**src/rtl/approx_pkg.sv**
```systemverilog
// Shared definitions for the approximate-adder accuracy blocks:
// default operand width, sum/error-distance types and a saturating add.
package approx_pkg;

  localparam int AP_W = 8;

  typedef logic [AP_W:0] sum_t;
  typedef logic [AP_W:0] ed_t;

  // v + inc, clamped to the all-ones value of a w-bit field
  function automatic logic [63:0] sat_inc(input logic [63:0] v,
                                          input logic [63:0] inc,
                                          input int unsigned w);
    logic [64:0] s;
    logic [63:0] mx;
    mx = (w >= 64) ? '1 : ((64'd1 << w) - 64'd1);
    s  = {1'b0, v} + {1'b0, inc};
    if (s > {1'b0, mx}) return mx;
    else                return s[63:0];
  endfunction

endpackage

```
**src/rtl/approx_ed_calc.sv**
```systemverilog
// Combinational exact sum and absolute error distance against an
// approximate sum. Widths are W+1 so neither result can wrap.
module approx_ed_calc
  import approx_pkg::*;
#(
  parameter int W = AP_W
) (
  input  logic [W-1:0] i_a,
  input  logic [W-1:0] i_b,
  input  logic [W:0]   i_approx,
  output logic [W:0]   o_exact,
  output logic [W:0]   o_ed
);

  logic [W:0] w_exact;

  assign w_exact = {1'b0, i_a} + {1'b0, i_b};

  // subtract the smaller from the larger so the distance never underflows
  always_comb begin
    o_exact = w_exact;
    o_ed    = (w_exact >= i_approx) ? (w_exact - i_approx) : (i_approx - w_exact);
  end

endmodule

```
**src/rtl/approx_err_monitor.sv**
```systemverilog
// Error monitor for an approximate adder: one-stage result register with
// valid/ready handshake plus saturating running statistics.
// Define APPROX_ERR_HIST_EN to add an 8-bin error-magnitude histogram
// (ports hist_sel / hist_cnt).
module approx_err_monitor
  import approx_pkg::*;
#(
  parameter int W     = AP_W,
  parameter int CNT_W = 16,
  parameter int ACC_W = 24
) (
  input  logic             clk,
  input  logic             rst,
  input  logic             in_valid,
  output logic             in_ready,
  input  logic [W-1:0]     in_a,
  input  logic [W-1:0]     in_b,
  input  logic [W:0]       in_approx,
  output logic             out_valid,
  input  logic             out_ready,
  output logic [W:0]       out_exact,
  output logic [W:0]       out_ed,
  output logic             out_err,
  input  logic             stat_clr,
  output logic [CNT_W-1:0] stat_n,
  output logic [CNT_W-1:0] stat_nerr,
  output logic [ACC_W-1:0] stat_sum_ed,
`ifdef APPROX_ERR_HIST_EN
  input  logic [2:0]       hist_sel,
  output logic [CNT_W-1:0] hist_cnt,
`endif
  output logic [W:0]       stat_max_ed
);

  logic [W:0]       w_exact, w_ed;
  logic             w_xfer;
  logic             r_ovld;
  logic [W:0]       r_exact, r_ed;
  logic             r_err;
  logic [CNT_W-1:0] r_n, r_nerr, w_n_base, w_nerr_base;
  logic [ACC_W-1:0] r_sum, w_sum_base;
  logic [W:0]       r_max, w_max_base;

  approx_ed_calc #(.W(W)) u_calc (
    .i_a      (in_a),
    .i_b      (in_b),
    .i_approx (in_approx),
    .o_exact  (w_exact),
    .o_ed     (w_ed)
  );

  assign in_ready = ~r_ovld | out_ready;
  assign w_xfer   = in_valid & in_ready;

  // result register: reload on accept (even while draining), else drop when taken
  always_ff @(posedge clk) begin
    if (rst) begin
      r_ovld  <= 1'b0;
      r_exact <= '0;
      r_ed    <= '0;
      r_err   <= 1'b0;
    end else if (w_xfer) begin
      r_ovld  <= 1'b1;
      r_exact <= w_exact;
      r_ed    <= w_ed;
      r_err   <= (w_ed != '0);
    end else if (out_ready) begin
      r_ovld  <= 1'b0;
    end
  end

  assign out_valid = r_ovld;
  assign out_exact = r_exact;
  assign out_ed    = r_ed;
  assign out_err   = r_err;

  // a clear zeroes the base so a coincident sample starts the stats afresh
  assign w_n_base    = stat_clr ? '0 : r_n;
  assign w_nerr_base = stat_clr ? '0 : r_nerr;
  assign w_sum_base  = stat_clr ? '0 : r_sum;
  assign w_max_base  = stat_clr ? '0 : r_max;

  // running statistics, all saturating
  always_ff @(posedge clk) begin
    if (rst) begin
      r_n    <= '0;
      r_nerr <= '0;
      r_sum  <= '0;
      r_max  <= '0;
    end else if (w_xfer) begin
      r_n    <= CNT_W'(sat_inc(64'(w_n_base), 64'd1, CNT_W));
      r_nerr <= CNT_W'(sat_inc(64'(w_nerr_base), {63'd0, (w_ed != '0)}, CNT_W));
      r_sum  <= ACC_W'(sat_inc(64'(w_sum_base), 64'(w_ed), ACC_W));
      r_max  <= (w_ed > w_max_base) ? w_ed : w_max_base;
    end else begin
      r_n    <= w_n_base;
      r_nerr <= w_nerr_base;
      r_sum  <= w_sum_base;
      r_max  <= w_max_base;
    end
  end

  assign stat_n      = r_n;
  assign stat_nerr   = r_nerr;
  assign stat_sum_ed = r_sum;
  assign stat_max_ed = r_max;

`ifdef APPROX_ERR_HIST_EN
  logic [7:0][CNT_W-1:0] r_hist;
  logic [2:0]            w_bin;

  // bin = MSB index + 1, clamped to 7; ed==0 stays in bin 0
  always_comb begin
    w_bin = 3'd0;
    for (int i = 0; i <= W; i++)
      if (w_ed[i]) w_bin = (i >= 6) ? 3'd7 : 3'(i + 1);
  end

  // histogram bins follow the same clear/accept priority as the stats
  always_ff @(posedge clk) begin
    if (rst) begin
      r_hist <= '0;
    end else begin
      for (int j = 0; j < 8; j++) begin
        if (w_xfer && (w_bin == 3'(j)))
          r_hist[j] <= CNT_W'(sat_inc(stat_clr ? 64'd0 : 64'(r_hist[j]), 64'd1, CNT_W));
        else if (stat_clr)
          r_hist[j] <= '0;
      end
    end
  end

  assign hist_cnt = r_hist[hist_sel];
`endif

endmodule

```
**config.mk**
```make
export PLATFORM = sky130hd
export DESIGN_NAME = approx_err_monitor
export DESIGN_NICKNAME = d
export VERILOG_FILES = /design/src/rtl/approx_pkg.sv /design/src/rtl/approx_ed_calc.sv /design/src/rtl/approx_err_monitor.sv
export SDC_FILE = /design/constraint.sdc
export NUM_CORES = 1
export LEC_CHECK = 0
export CORE_ASPECT_RATIO = 1.75
export CORE_MARGIN = 3
export CORE_UTILIZATION = 49
export CTS_BUF_LIST = sky130_fd_sc_hd__clkbuf_2
export DETAILED_ROUTE_END_ITERATION = 8
export PLACE_DENSITY = 0.82
export SLEW_MARGIN = 20
export SYNTH_ARGS = -nofsm -noshare
export SYNTH_HDL_FRONTEND = slang
export SYNTH_SLANG_ARGS = --single-unit
```
**constraint.sdc**
```tcl
create_clock -name clk -period 7.51 [get_ports clk]
set_input_delay 1.502 -clock clk [delete_from_list [all_inputs] [get_ports clk]]
set_output_delay 1.502 -clock clk [all_outputs]
set_load 0.02 [all_outputs]
```
### Word-level counts from Yosys, hierarchy flattened

Index checks and enable logic that the tools add are counted.

* bitwise gates (word level): 3
* multiplexer cells: 15
* magnitude comparators: 5
* reductions and logical operators: 2
* $add $sub $neg: 6

Operators with widths (count)
* 16-bit two-way mux: 6
* 24-bit two-way mux: 3
* 9-bit two-way mux: 4
* 17-bit by 16-bit > comparator with 1-bit output (second input constant): 2
* 24-bit by 9-bit adder with 25-bit output: 1
* 25-bit by 24-bit > comparator with 1-bit output (second input constant): 1
* 9-bit subtractor: 2
* 16-bit by 1-bit adder with 17-bit output: 1
* 16-bit by 1-bit adder with 17-bit output (second input constant): 1
* 8-bit by 8-bit adder with 9-bit output: 1
* 9-bit >= comparator: 1
* 9-bit > comparator: 1
* 9-bit nonzero test: 1
* 1-bit two-way mux: 2
* 2-bit nonzero test: 1
* 1-bit bitwise AND: 1
* 1-bit NOT: 1
* 1-bit OR: 1

* bits of input ports: 30
* output and inout port bits: 86
* bits in registers: 85

### Logic depth before layout (Yosys ltp)

* depth after elaboration: 8
* gate-level depth with buffers: 31

### Cells and area by module

A second synthesis with hierarchy kept.

* cells, all modules: 737
* area, all modules: 5989.5 µm²

By module, submodules not included
* approx_err_monitor: cells an instance 568, area an instance 4757.1 µm², instances 1
* approx_ed_calc: cells an instance 169, area an instance 1232.4 µm², instances 1

### Worst setup path before layout

OpenSTA, ideal clock, no wires.

* kind: input to register
* start point: in in_a[0]
* end point: reg r_nerr[3] (netlist: stat_nerr[3])
* arrival time: 7034 ps
* cell stages on the path: 31
* setup slack: 348 ps
* library setup time: 128 ps
* cells stage by stage: ha_1 -> fa_1 -> a21oi_1 -> nor2_1 -> nor2_1 -> o21bai_1 -> a21oi_1 -> o21bai_1 -> a21o_1 -> ha_1 -> a21oi_1 -> o21a_1 -> o221a_4 -> buf_6 -> buf_2 -> mux2i_1 -> o221ai_1 -> a31oi_1 -> xnor2_1 -> or3_1 -> ha_1 -> ha_1 -> and3_1 -> nand3_1 -> nor2_1 -> and3_1 -> a41oi_1 -> clkbuf_1 -> o21ai_0 -> a21oi_1 -> nor2_1

* word-level cells in the longest chain between the ends: 8

Ends and longest elaborated chain
* start: declaration: RTL line approx_err_monitor.sv:16 `input logic [W-1:0] in_a,`
* 8-bit by 8-bit adder with 9-bit output (*): RTL line approx_ed_calc.sv:17 `assign w_exact = {1'b0, i_a} + {1'b0, i_b};`
* net u_calc.o_exact[8]: RTL line approx_ed_calc.sv:11 `output logic [W:0] o_exact,`
* 9-bit subtractor / 9-bit >= comparator (equally long branches): RTL line approx_ed_calc.sv:22 `o_ed = (w_exact >= i_approx) ? (w_exact - i_approx) : (i_approx - w_exact);`
* 9-bit two-way mux (*): RTL line approx_ed_calc.sv:22
* net u_calc.o_ed[8]: RTL line approx_ed_calc.sv:12 `output logic [W:0] o_ed`
* 9-bit nonzero test (*): RTL line approx_err_monitor.sv:92 `r_nerr <= CNT_W'(sat_inc(64'(w_nerr_base), {63'd0, (w_ed != '0)}, CNT_W));`
* 16-bit by 1-bit adder with 17-bit output (*): RTL line approx_pkg.sv:17 `s = {1'b0, v} + {1'b0, inc};`
* 17-bit by 16-bit > comparator with 1-bit output: RTL line approx_pkg.sv:18 `if (s > {1'b0, mx}) return mx;`
* 16-bit two-way mux (*): RTL line approx_pkg.sv:18
* 16-bit two-way mux (*): RTL line approx_err_monitor.sv:90 `end else if (w_xfer) begin`
* end signal: assignment: RTL line approx_err_monitor.sv:92
* end signal: assignment: RTL line approx_err_monitor.sv:97 `r_nerr <= w_nerr_base;`
* end: declaration: RTL line approx_err_monitor.sv:40 `logic [CNT_W-1:0] r_n, r_nerr, w_n_base, w_nerr_base;`

The timed path passes the listed nets; every way through them passes the cells marked *.
A chain may end at the register's enable or synchronous reset.

### Final worst setup path

* start point: in in_a[0]
* end point: reg r_nerr[2] (netlist: stat_nerr[2])

* word-level cells in the longest chain between the ends: 8

Ends and longest elaborated chain (RTL line)
* 8-bit by 8-bit adder with 9-bit output (*): approx_ed_calc.sv:17
* net u_calc.o_exact[8]: approx_ed_calc.sv:11
* 9-bit subtractor / 9-bit >= comparator (equally long branches): approx_ed_calc.sv:22
* 9-bit two-way mux (*): approx_ed_calc.sv:22
* 9-bit nonzero test (*): approx_err_monitor.sv:92
* 16-bit by 1-bit adder with 17-bit output (*): approx_pkg.sv:17
* 17-bit by 16-bit > comparator with 1-bit output: approx_pkg.sv:18
* 16-bit two-way mux (*): approx_pkg.sv:18
* 16-bit two-way mux (*): approx_err_monitor.sv:90

Marked as above.

==> impl_metrics.yaml <==
run_status:
  outcome: "finished clean"
yosys:
  synth-edff-count: 0
  synth_top_family_by_area: "simple AND/OR/NAND/NOR gates"
  synthSimpleGateAreaFrac_pct: 26.0
  synthAdderAreaFrac_pct: 10.5
  netlist_instances: 767
  syn-num-nets: 846
  ys_warn_count: 0
  ys_top_cells_by_count: "85 x dfxtp_1, 63 x nand2_1, 60 x nor2_1"
  synth_top_flop_cell: "dfxtp_1"
  yosys.area.top_type_share_pct: 27.8
  synthMuxAreaShare_pct: 2.41
  ys_seq_elements: 85
  synthXorXnorAreaFrac_pct: 4.01
  yosys.area.top_type: "dfxtp_1"
  syn_avg_cell_area_um2: 7.98
  synth_compound_area_share_pct: 23.7
  synth_area_um2: 6120
  ys_top_cells_by_area: "dfxtp_1 28%, ha_1 9.2%, a21oi_1 4.6%"
  ys_seq_area_share_pct: 27.8
  synth.most_common_cell: "dfxtp_1"
  ys_types: 73
  postSynth.asyncResetShare_pct: 0
sta:
  drv_slew: 0
  fin_crit_ns: 7.00
  setup_viol: 0
  rsz0062_at_grt: "false"
  finalHoldViolCount: 0
  relSlewSlack_pct: 45.3
  setup_ws_ns: 0.509
  period_share_pct: 93.2
  fin_skew_ns: 0.0299
  clock.fmax_mhz: 143
  tightest_slew_ns: 0.821
worst_setup_path:
  critPathKind: "input pin to flop"
  r2r-start: "stat_n[0]"
  crit_path_end_kind: "flop"
  cp.required_ns: 7.97
  arrival_ns: 7.46
  critPathLaunch: "in_a[0]"
  r2r_cells: 12
  regToRegSetupSlack_ns: 4.39
  endpoint: "stat_nerr[2]"
  slowest_stage: "clkdlybuf4s50_1"
  slowest_delay_ns: 0.42
  path_max_fanout: 12
  reg2reg_to: "stat_n[9]"
  cp-start-kind: "input pin"
detailed_routing:
  ant_nets: 0
  routed_via_density: 5.98
  vias: 6264
  drc: 0
  drt_pass1_iterations: 5
  drt-initial-drc-count: 327
  wl_per_cell_um: 16.6
  drt_wl_total_mm: 17.4
die:
  die_h_um: 154
  die-area_um2: 13900
  rows: 53
  floorplan.initialDensity_pct: 50.4
  coreArea_um2: 12100
  die_w_um: 90.5
  io_pins: 116
power_and_ir_drop:
  p_leak_nw: 2.93
  vdd_ir_drop_max_v: 0.000112
  intPower_mw: 0.926
  power_density_nw_per_um2: 216
  p_switching_mw: 0.714
  p_sw_share_pct: 43.5
  power_frac_seq_pct: 32.3
  combPwrFrac_pct: 54.4
  total_power_mw: 1.64
  clockPowerShare_pct: 13.3
layout:
  area_delta_synth_final_pct: 23.9
  layout.nets: 956
  drive_gt1_share_pct: 7.26
clock_tree:
  clk_pin_slew_ns: 0.27
  cts_hold_buffers: 0
  cts_root_buf: "clkbuf_2"
  clock_path_buffers: 2
  clk_latency_ns: 0.58
  numCtsBuffers: 9
  cts.sink_count: 85
  htree_levels: 3
  cts_tree: "built"
  post_cts_buffers: 0
  postCtsResizedCells: 0
grt:
  grt_max_degree: 73
  grt_pass1_wl_mm: 29.1
  grt_antenna_before_repair: 1
  track_usage_pct: 25.2
  grt_pass1_vias: 6204
  grt_overflow: 0
place:
  place_congestion: 0.914
  io_buffers: 115
  dp_slack_ns: -0.0672
  hpwl_mm: 13.0
job:
  drv_cap: 0
min_path:
  hp-class: "flop to flop"
-- critical path: cells and delay by family --
| kind | cells | cell delay, ns |
|---|---|---|
| fa+ha+maj | 5 | 1.40 |
| compound gates | 12 | 2.07 |
| buf+inv | 2 | 0.64 |
| simple gates | 9 | 1.33 |
| mux | 1 | 0.23 |
| xor+xnor | 1 | 0.27 |
-- worst min-delay path by stage --
| stage | startpoint | endpoint | slack, ns | cells after the start |
|---|---|---|---|---|
| 2_1_floorplan | out_ed[1] | out_ed[1] | 0.53 | 2 |
| 3_3_place_gp | out_exact[4] | out_exact[4] | 0.44 | 2 |
| 3_5_place_dp | out_exact[4] | out_exact[4] | 0.45 | 2 |
| 4_1_cts | out_exact[5] | out_exact[5] | 0.48 | 2 |
| 5_1_grt | out_exact[5] | out_exact[5] | 0.49 | 2 |
| 6_report | out_exact[5] | out_exact[5] | 0.47 | 2 |
-- sequential cells by signal, indices dropped and copies added (netlist names) --
| name | count |
|---|---|
| stat_sum_ed | 24 |
| stat_n | 16 |
| stat_nerr | 16 |
| out_ed | 9 |
| out_exact | 9 |
| stat_max_ed | 9 |
| out_err | 1 |
| out_valid | 1 |
-- placed cells by master, fill, tap and decap left out, drive strengths merged, types with 4 or more instances in the layout --
cell / Yosys / final
nor2: 60 / 60
o21bai: 5 / 5
xor2: 8 / 8
a311oi: 18 / 18
a41oi: 4 / 4
nand4: 9 / 9
o221a: 4 / 4
o21ai: 28 / 28
and3: 13 / 13
nand2b: 10 / 10
nand3: 20 / 20
clkdlybuf4s50: 0 / 114
ha: 45 / 45
and2: 14 / 14
clkbuf: 31 / 9
fa: 4 / 4
a221oi: 7 / 7
nand2: 63 / 63
a41o: 6 / 6
a21o: 4 / 4
nor3b: 6 / 6
inv: 46 / 48
a211oi: 21 / 21
nor2b: 39 / 39
nor4: 11 / 11
o21a: 9 / 9
mux2i: 12 / 12
nor3: 33 / 33
a21boi: 7 / 7
dfxtp: 85 / 85
a31oi: 13 / 13
a21oi: 56 / 56
xnor2: 20 / 20
buf: 10 / 26
-- power groups by stage --
stage          Sequential [mW]  Clock (mW)  Combinational [mW]
6_report                 0.530       0.219               0.891
5_1_grt                  0.534       0.243               0.980
4_1_cts                  0.529       0.223               0.886
3_5_place_dp             0.538           0               0.882
3_3_place_gp             0.537           0               0.866
2_1_floorplan            0.581           0               0.543
-- area by class of cell --
type,count,area [um2]
sequential,85,1700
timing repair buffer,140,1330
tap,165,206
multi-input combinational,595,4080
clock inverter,7,48.8
fill,1078,4550
inverter,46,173
clock buffer,9,45.0
antenna,1,2.50
-- metal layers --
| metal | up-vias | routed length, um | track usage, % |
|---|---|---|---|
| met5 | - | 0 | 0 |
| met4 | 0 | 967 | 15.9 |
| met3 | 62 | 873 | 3.52 |
| met2 | 231 | 9140 | 46.4 |
| met1 | 2951 | 6460 | 26.3 |
| li1 | 3020 | - | - |
-- logic make-up (layout without fill, tap and decap cells) --
| group | count (synthesis) | in the layout |
|---|---|---|
| compound gates | 204 | 204 |
| fa+ha+maj | 49 | 49 |
| xor+xnor | 28 | 28 |
| buf+inv | 87 | 202 |
| mux | 13 | 13 |
| simple gates | 301 | 301 |
| other cells | 0 | 1 |
| flops | 85 | 85 |
-- through the flow --
| step | util [%] | setup TNS, ns | area (um2) | hold slack [ns] | instances |
|---|---|---|---|---|---|
| after global routing | 62.5 | 0 | 7590 | 0.491 | 1048 |
| after detailed placement | 61.7 | -0.133 | 7490 | 0.450 | 1031 |
| after global placement | 61.7 | 0 | 7490 | 0.442 | 1031 |
| final | 62.5 | 0 | 7590 | 0.475 | 1048 |
| after CTS | 62.5 | 0 | 7580 | 0.480 | 1047 |
| after floorplan | - | 0 | 6120 | 0.535 | 767 |
No activity file was read; power rests on OpenSTA's default activity.
